<file path="src/rtl/llc_stall_ctrl.sv">
// LLC stall state: reset/flush set-walk FSM and single-entry stalled-request buffer with replay.
// Optional LLC_STALL_STATS_EN adds a saturating stall_cycles counter.
module llc_stall_ctrl #(
  parameter int unsigned SET_BITS = 9,
  parameter int unsigned TAG_BITS = 15,
  parameter int unsigned REQ_W    = 64
) (
  input  logic                clk,
  input  logic                rst,
  input  logic                start_rst,
  input  logic                start_flush,
  input  logic                incr_rst_flush_stalled_set,
  input  logic                clr_rst_stall,
  input  logic                clr_flush_stall,
  input  logic                set_req_stall,
  input  logic [SET_BITS-1:0] stall_set,
  input  logic [TAG_BITS-1:0] stall_tag,
  input  logic [REQ_W-1:0]    stall_payload,
  input  logic                clr_req_stall,
  input  logic                update_req_in_from_stalled,
  output logic                rst_stall,
  output logic                flush_stall,
  output logic [SET_BITS-1:0] rst_flush_stalled_set,
  output logic                rst_flush_done,
  output logic                req_stall,
  output logic                req_in_stalled_valid,
  output logic [SET_BITS-1:0] req_in_stalled_set,
  output logic [TAG_BITS-1:0] req_in_stalled_tag,
  output logic [REQ_W-1:0]    req_in_stalled_payload,
  output logic                err
`ifdef LLC_STALL_STATS_EN
  ,
  output logic [15:0]         stall_cycles
`endif
);

  localparam logic [1:0] W_IDLE  = 2'd0;
  localparam logic [1:0] W_RST   = 2'd1;
  localparam logic [1:0] W_FLUSH = 2'd2;

  localparam logic [1:0] R_IDLE   = 2'd0;
  localparam logic [1:0] R_STALL  = 2'd1;
  localparam logic [1:0] R_REPLAY = 2'd2;

  localparam logic [SET_BITS-1:0] SetOne = SET_BITS'(1);

  logic [1:0]          walk_q, walk_d;
  logic [SET_BITS-1:0] cnt_q, cnt_d;
  logic                done_q, done_d;
  logic                walk_err;
  logic [1:0]          req_q, req_d;
  logic [SET_BITS-1:0] set_q, set_d;
  logic [TAG_BITS-1:0] tag_q, tag_d;
  logic [REQ_W-1:0]    payload_q, payload_d;
  logic                req_err;
  logic                err_q, err_d;

  always_comb begin
    walk_d   = walk_q;
    cnt_d    = cnt_q;
    done_d   = 1'b0;
    walk_err = 1'b0;
    case (walk_q)
      W_IDLE: begin
        // start_rst has priority; a simultaneous start_flush is a protocol error
        if (start_rst) begin
          walk_d   = W_RST;
          cnt_d    = '0;
          walk_err = start_flush;
        end else if (start_flush) begin
          walk_d = W_FLUSH;
          cnt_d  = '0;
        end
      end
      W_RST: begin
        walk_err = start_rst | start_flush;
        if (incr_rst_flush_stalled_set) cnt_d = cnt_q + SetOne;
        if (clr_rst_stall) begin
          walk_d = W_IDLE;
          done_d = 1'b1;
        end
      end
      W_FLUSH: begin
        walk_err = start_rst | start_flush;
        if (incr_rst_flush_stalled_set) cnt_d = cnt_q + SetOne;
        if (clr_flush_stall) begin
          walk_d = W_IDLE;
          done_d = 1'b1;
        end
      end
      default: walk_d = W_IDLE;
    endcase
  end

  always_comb begin
    req_d     = req_q;
    set_d     = set_q;
    tag_d     = tag_q;
    payload_d = payload_q;
    req_err   = 1'b0;
    case (req_q)
      R_IDLE: begin
        if (set_req_stall) begin
          req_d     = R_STALL;
          set_d     = stall_set;
          tag_d     = stall_tag;
          payload_d = stall_payload;
        end
      end
      R_STALL: begin
        req_err = set_req_stall;
        if (clr_req_stall) req_d = R_REPLAY;
      end
      R_REPLAY: begin
        req_err = set_req_stall;
        if (update_req_in_from_stalled) req_d = R_IDLE;
      end
      default: req_d = R_IDLE;
    endcase
  end

  assign err_d = err_q | walk_err | req_err;

  always_ff @(posedge clk or negedge rst) begin
    if (!rst) begin
      walk_q    <= W_IDLE;
      cnt_q     <= '0;
      done_q    <= 1'b0;
      req_q     <= R_IDLE;
      set_q     <= '0;
      tag_q     <= '0;
      payload_q <= '0;
      err_q     <= 1'b0;
    end else begin
      walk_q    <= walk_d;
      cnt_q     <= cnt_d;
      done_q    <= done_d;
      req_q     <= req_d;
      set_q     <= set_d;
      tag_q     <= tag_d;
      payload_q <= payload_d;
      err_q     <= err_d;
    end
  end

  assign rst_stall              = (walk_q == W_RST);
  assign flush_stall            = (walk_q == W_FLUSH);
  assign rst_flush_stalled_set  = cnt_q;
  assign rst_flush_done         = done_q;
  assign req_stall              = (req_q == R_STALL);
  assign req_in_stalled_valid   = (req_q == R_REPLAY);
  assign req_in_stalled_set     = set_q;
  assign req_in_stalled_tag     = tag_q;
  assign req_in_stalled_payload = payload_q;
  assign err                    = err_q;

`ifdef LLC_STALL_STATS_EN
  logic [15:0] stats_q;

  always_ff @(posedge clk or negedge rst) begin
    if (!rst) begin
      stats_q <= '0;
    end else if ((req_q == R_STALL) && (stats_q != 16'hFFFF)) begin
      stats_q <= stats_q + 16'd1;
    end
  end

  assign stall_cycles = stats_q;
`endif

endmodule

</file>
<file path="config.mk">
export PLATFORM = sky130hd
export DESIGN_NAME = llc_stall_ctrl
export DESIGN_NICKNAME = d
export VERILOG_FILES = /design/src/rtl/llc_stall_ctrl.sv
export SDC_FILE = /design/constraint.sdc
export NUM_CORES = 1
export LEC_CHECK = 0
export BUFFER_PORTS_ARGS = -buffer_cell sky130_fd_sc_hd__buf_2
export CORE_MARGIN = 3
export CORE_UTILIZATION = 50
export DETAILED_ROUTE_END_ITERATION = 6
export HOLD_SLACK_MARGIN = 0.02
export PLACE_DENSITY_LB_ADDON = 0.08
export SYNTH_ARGS = -nofsm -noshare
export SYNTH_HDL_FRONTEND = slang
export SYNTH_SLANG_ARGS = --single-unit
</file>
<file path="constraint.sdc">
create_clock -name clk -period 5.1 [get_ports clk]
set_input_delay 0.255 -clock clk [delete_from_list [all_inputs] [get_ports clk]]
set_output_delay 0.255 -clock clk [all_outputs]
set_load 0.02 [all_outputs]
</file>
; ---- Yosys cells after proc, flatten, opt, wreduce, memory -nomap -nowiden
; Cells that the tools add are included.
[word_totals]
reg_bits = 103
wordCells = 51
[op_classes]
n_reduce_logical = 9
add_sub_neg = 1
muxes = 19
bitwise_logic = 3
n_eq_ne = 11
[op_table]
columns = operator, count
row1 = $mux 9, 3
row2 = $pmux 9 s2, 1
row3 = $mux 2, 7
row4 = $pmux 2 s3, 2
row5 = $ne 2x2->1 const B, 5
row6 = $add 9x1->9 const B, 1
row7 = $reduce_and 3->1, 3
row8 = $eq 2x1->1 const B, 2
row9 = $eq 2x2->1 const B, 2
row10 = $logic_not 2->1, 2
row11 = $mux 1, 4
row12 = $pmux 1 s2, 2
row13 = $reduce_or 2->1, 2
row14 = $ne 3x3->1 const B, 1
row15 = $or 1x1->1, 3
row16 = $ne 2x1->1 const B, 1
row17 = $reduce_and 2->1, 1
row18 = $reduce_bool 2->1, 1

; ---- Depth between registers and ports, before layout
[depth]
word_depth = 5
ltp_mapped = 7

; ---- Worst setup path after synthesis
; No wires, ideal clock.
[synth_path]
path_type = reg2reg
start = register walk_q[0]
end = register cnt_q[8], in the netlist rst_flush_stalled_set[8]
path_buffers = 0
synth_period_minus_slack_ns = 1.865
path_slack_ns = 3.235
t_arrival_ns = 1.788
stages_incl_launch_ff = 7
path_cell_list = dfrtp_1 > inv_1 > ha_1 > mux2_4 > nand4_4 > or4_1 > a21oi_1
[synth_between]
elab_chain_cells = 4
word_cells_on_any_way = 9
classes_between = 4 x eq/ne / 1 x mux / 4 x reduce/logical
[synth_rtl]
columns = element, line
row1 = from (decl), 47  ; logic [1:0] walk_q, walk_d;
row2 = from (signal assigned), 135  ; walk_q <= walk_d;
row3 = $eq 2x1->1 / $eq 2x2->1 (equally long branches), 63  ; case (walk_q)
row4 = $reduce_or 2->1 (no source line), --
row5 = $ne 2x1->1 (no source line) / $reduce_bool 2->1 (equally long branches), --
row6 = $reduce_and 3->1 (no source line), --
row7 = to (signal assigned), 136  ; cnt_q <= cnt_d;
row8 = to (decl), 48  ; logic [SET_BITS-1:0] cnt_q, cnt_d;
; Parallel ways exist; a longest one is shown, timed or not.
; A chain may end at the register's enable or synchronous reset.

; ---- Worst setup path in the final report
[layout_path]
start = register req_q[0]
end = register payload_q[54], in the netlist req_in_stalled_payload[54]
[layout_between]
elab_chain_cells = 2
[layout_rtl]
columns = element, line
row1 = from (decl), 51  ; logic [1:0] req_q, req_d;
row2 = from (signal assigned), 138  ; req_q <= req_d;
row3 = $logic_not 2->1, 101  ; case (req_q)
row4 = $reduce_and 2->1 (no source line), --
row5 = to (signal assigned), 141  ; payload_q <= payload_d;
row6 = to (decl), 54  ; logic [REQ_W-1:0] payload_q, payload_d;
; Every way passes these cells.

==> results.sh <==
export IMPL_syn_inst=281
export IMPL_cts_root_buf="clkbuf_8"
export IMPL_start_kind="flip-flop"
export IMPL_most_common_layout_cells="buf_2, dfrtp_1, mux2_2"
export IMPL_critPathRequiredTime_ns=5.33
export IMPL_num_io_pins=201
export IMPL_clockBufferDepth=2
export IMPL_yosysTopAreaCell="dfrtp_1"
export IMPL_min_delay_path_class="in -> reg"
export IMPL_timing_final_ws_setup_ns=2.945
export IMPL_routed_wl_um=9337
export IMPL_cts_sinks=103
export IMPL_synth_top_cell_area_share_pct=62.05
export IMPL_cp_end_kind="flip-flop"
export IMPL_skew_ns=0.01059
export IMPL_grt_max_degree=89
export IMPL_synth_seq_cells=103
export IMPL_maxSlewViolCount=0
export IMPL_synth_warning_count=0
export IMPL_seq_area_frac_synth_pct=62.05
export IMPL_cts_tree="yes"
export IMPL_setup_tns_ns=0
export IMPL_placed_area_um2=5258
export IMPL_synthTopCellsByArea="dfrtp_1, mux2_2, ha_1, o21ai_0, inv_1"
export IMPL_die_y_um=97.15
export IMPL_worst_path_max_fanout=88
export IMPL_rsz0062_at_grt="false"
export IMPL_status="completed"
export IMPL_grt_pass1_wl_um=15290
export IMPL_multi_input_area_um2=1500
export IMPL_num_vias=2939
export IMPL_fin_hold_ws_ns=0.1227
export IMPL_synth_edf_count=0
export IMPL_worstMarginPinSlew_ns=1.128
export IMPL_worst_ep_arrival_time_ns=2.38
export IMPL_fillers=595
export IMPL_cap_violations=0
export IMPL_power_density_nw_per_um2=660.9
export IMPL_nets=592
export IMPL_preCtsSetupSlack_ns=2.939
export IMPL_synth_cell_type_count=32
export IMPL_power_mw=3.607
export IMPL_die_x_um=97.15
export IMPL_clkTransAtPathRegs_ns=0.10
export IMPL_grt_overflow_total=0
export IMPL_worstSkewPairLatency_ns=0.35
export IMPL_syn_area_um2=4154
export IMPL_avgSynthCellArea_um2=14.78
export IMPL_antenna_found_initial=0
export IMPL_mostFrequentLayoutCell="buf_2"
export IMPL_fmax_mhz=464.1
export IMPL_final_instance_count_excl_fill=591
export IMPL_final_core_util_pct=69.19
export IMPL_row_count=32
export IMPL_grt_pass1_vias=3099
export IMPL_cts_htree_levels=3
export IMPL_leakagePower_nw=2.761
export IMPL_async_flop_share_pct=100.0
export IMPL_gp_congestion=0.7929
export IMPL_slew_limit_headroom_pct=24.77
export IMPL_syn_to_final_growth_pct=31.39
export IMPL_setup_viol=0
export IMPL_hpwl_um=7063
export IMPL_period_needed_ns=2.155
export IMPL_dp_cells=574
export IMPL_routedWlPerCell_um=15.80
export IMPL_drive_gt1_share_pct=62.37
export IMPL_detail_route_first_pass_iterations=4
export IMPL_critPathKind="reg -> reg"
export IMPL_initial_core_util_pct=52.66
export IMPL_grt_util_all_layers_pct=20.11
export IMPL_ant_nets=0
export IMPL_antenna_cells=0
export IMPL_drt_iter0_markers=51
export IMPL_drc_errors=0
export IMPL_fin_area_um2=5458
export IMPL_min_period_over_period_pct=42.25
export IMPL_regArea_um2=2577
export IMPL_synthFlopType="dfrtp_1"
export IMPL_vdd_drop_max_mv=0.3130
export IMPL_dieArea_um2=9438
export IMPL_port_buffers=200
export IMPL_finalHoldViolations=0
export IMPL_viasPerCell=4.973
export IMPL_core_um2=7888
export IMPL_cts_buffers=9
export IMPL_synth_nets=389
power breakdown:
part           switching [mW]  internal [mW]
Combinational           0.999          0.733
Clock                   0.265          0.231
Sequential              0.180           1.20
kinds of logic after synthesis:
group,count (synthesis),synth area share [%]
compound gates,27,4.127
mux,90,24.46
fa+ha+maj,10,3.012
xor+xnor,2,0.4218
flops,103,62.05
simple gates,28,3.916
buf+inv,21,2.018
worst max-delay path, stage by stage, from the launching register on:
cell     delay [ns]
dfrtp_1        0.39
inv_1          0.10
ha_1           0.26
nand2_4        0.79
mux2_2         0.43
flip-flops by register name, indices dropped and copies added, names as in the netlist:
signal                  count
req_in_stalled_payload     64
req_in_stalled_tag         15
req_in_stalled_set          9
rst_flush_stalled_set       9
req_q                       2
walk_q                      2
err                         1
rst_flush_done              1
metal layers:
metal	wire length, um	part of all wire, %	up-vias	GRT usage, %
li1	-	-	1398	-
met4	134	1.4	0	7.127
met1	3799	41	1415	25.20
met5	0	0	-	0
met2	4722	51	117	33.60
met3	681	7.3	9	5.528
worst paths after layout:
kind	start	cells past startpoint	slack [ns]	end
max in group asynchronous	rst	3	3.53	req_in_stalled_set[7]
setup / recovery	req_q[0]	4	2.95	req_in_stalled_payload[54]
hold / removal	stall_payload[25]	2	0.12	req_in_stalled_payload[25]
min in group asynchronous	rst	2	0.44	req_in_stalled_set[2]
hold reg to reg	err	1	0.47	err
setup reg to reg	req_q[0]	4	2.95	req_in_stalled_payload[54]
repair_timing:
action                                 CTS  global route
resized for setup                        0             0
endpoints found under the hold margin   47             0
setup buffers                            0             0
setup endpoints to repair                0             0
hold buffers                             1             0
Yosys cell counts, types with 3 or more instances:
| master | number |
|---|---|
| a21oi_1 | 5 |
| buf_1 | 6 |
| buf_2 | 4 |
| dfrtp_1 | 103 |
| ha_1 | 10 |
| inv_1 | 11 |
| mux2_2 | 88 |
| nand2_1 | 10 |
| nand3_1 | 5 |
| o21ai_0 | 10 |
| or3_1 | 3 |
area by class of cell:
cell class	count	area share, %
Sequential cell	103	47.23
Tap cell	102	2.338
Clock buffer	12	2.476
Clock inverter	4	1.009
Timing Repair Buffer	202	18.71
Inverter	11	0.7565
Multi-Input combinational cell	157	27.49
Note: power is estimated with default switching activity, not from simulation.
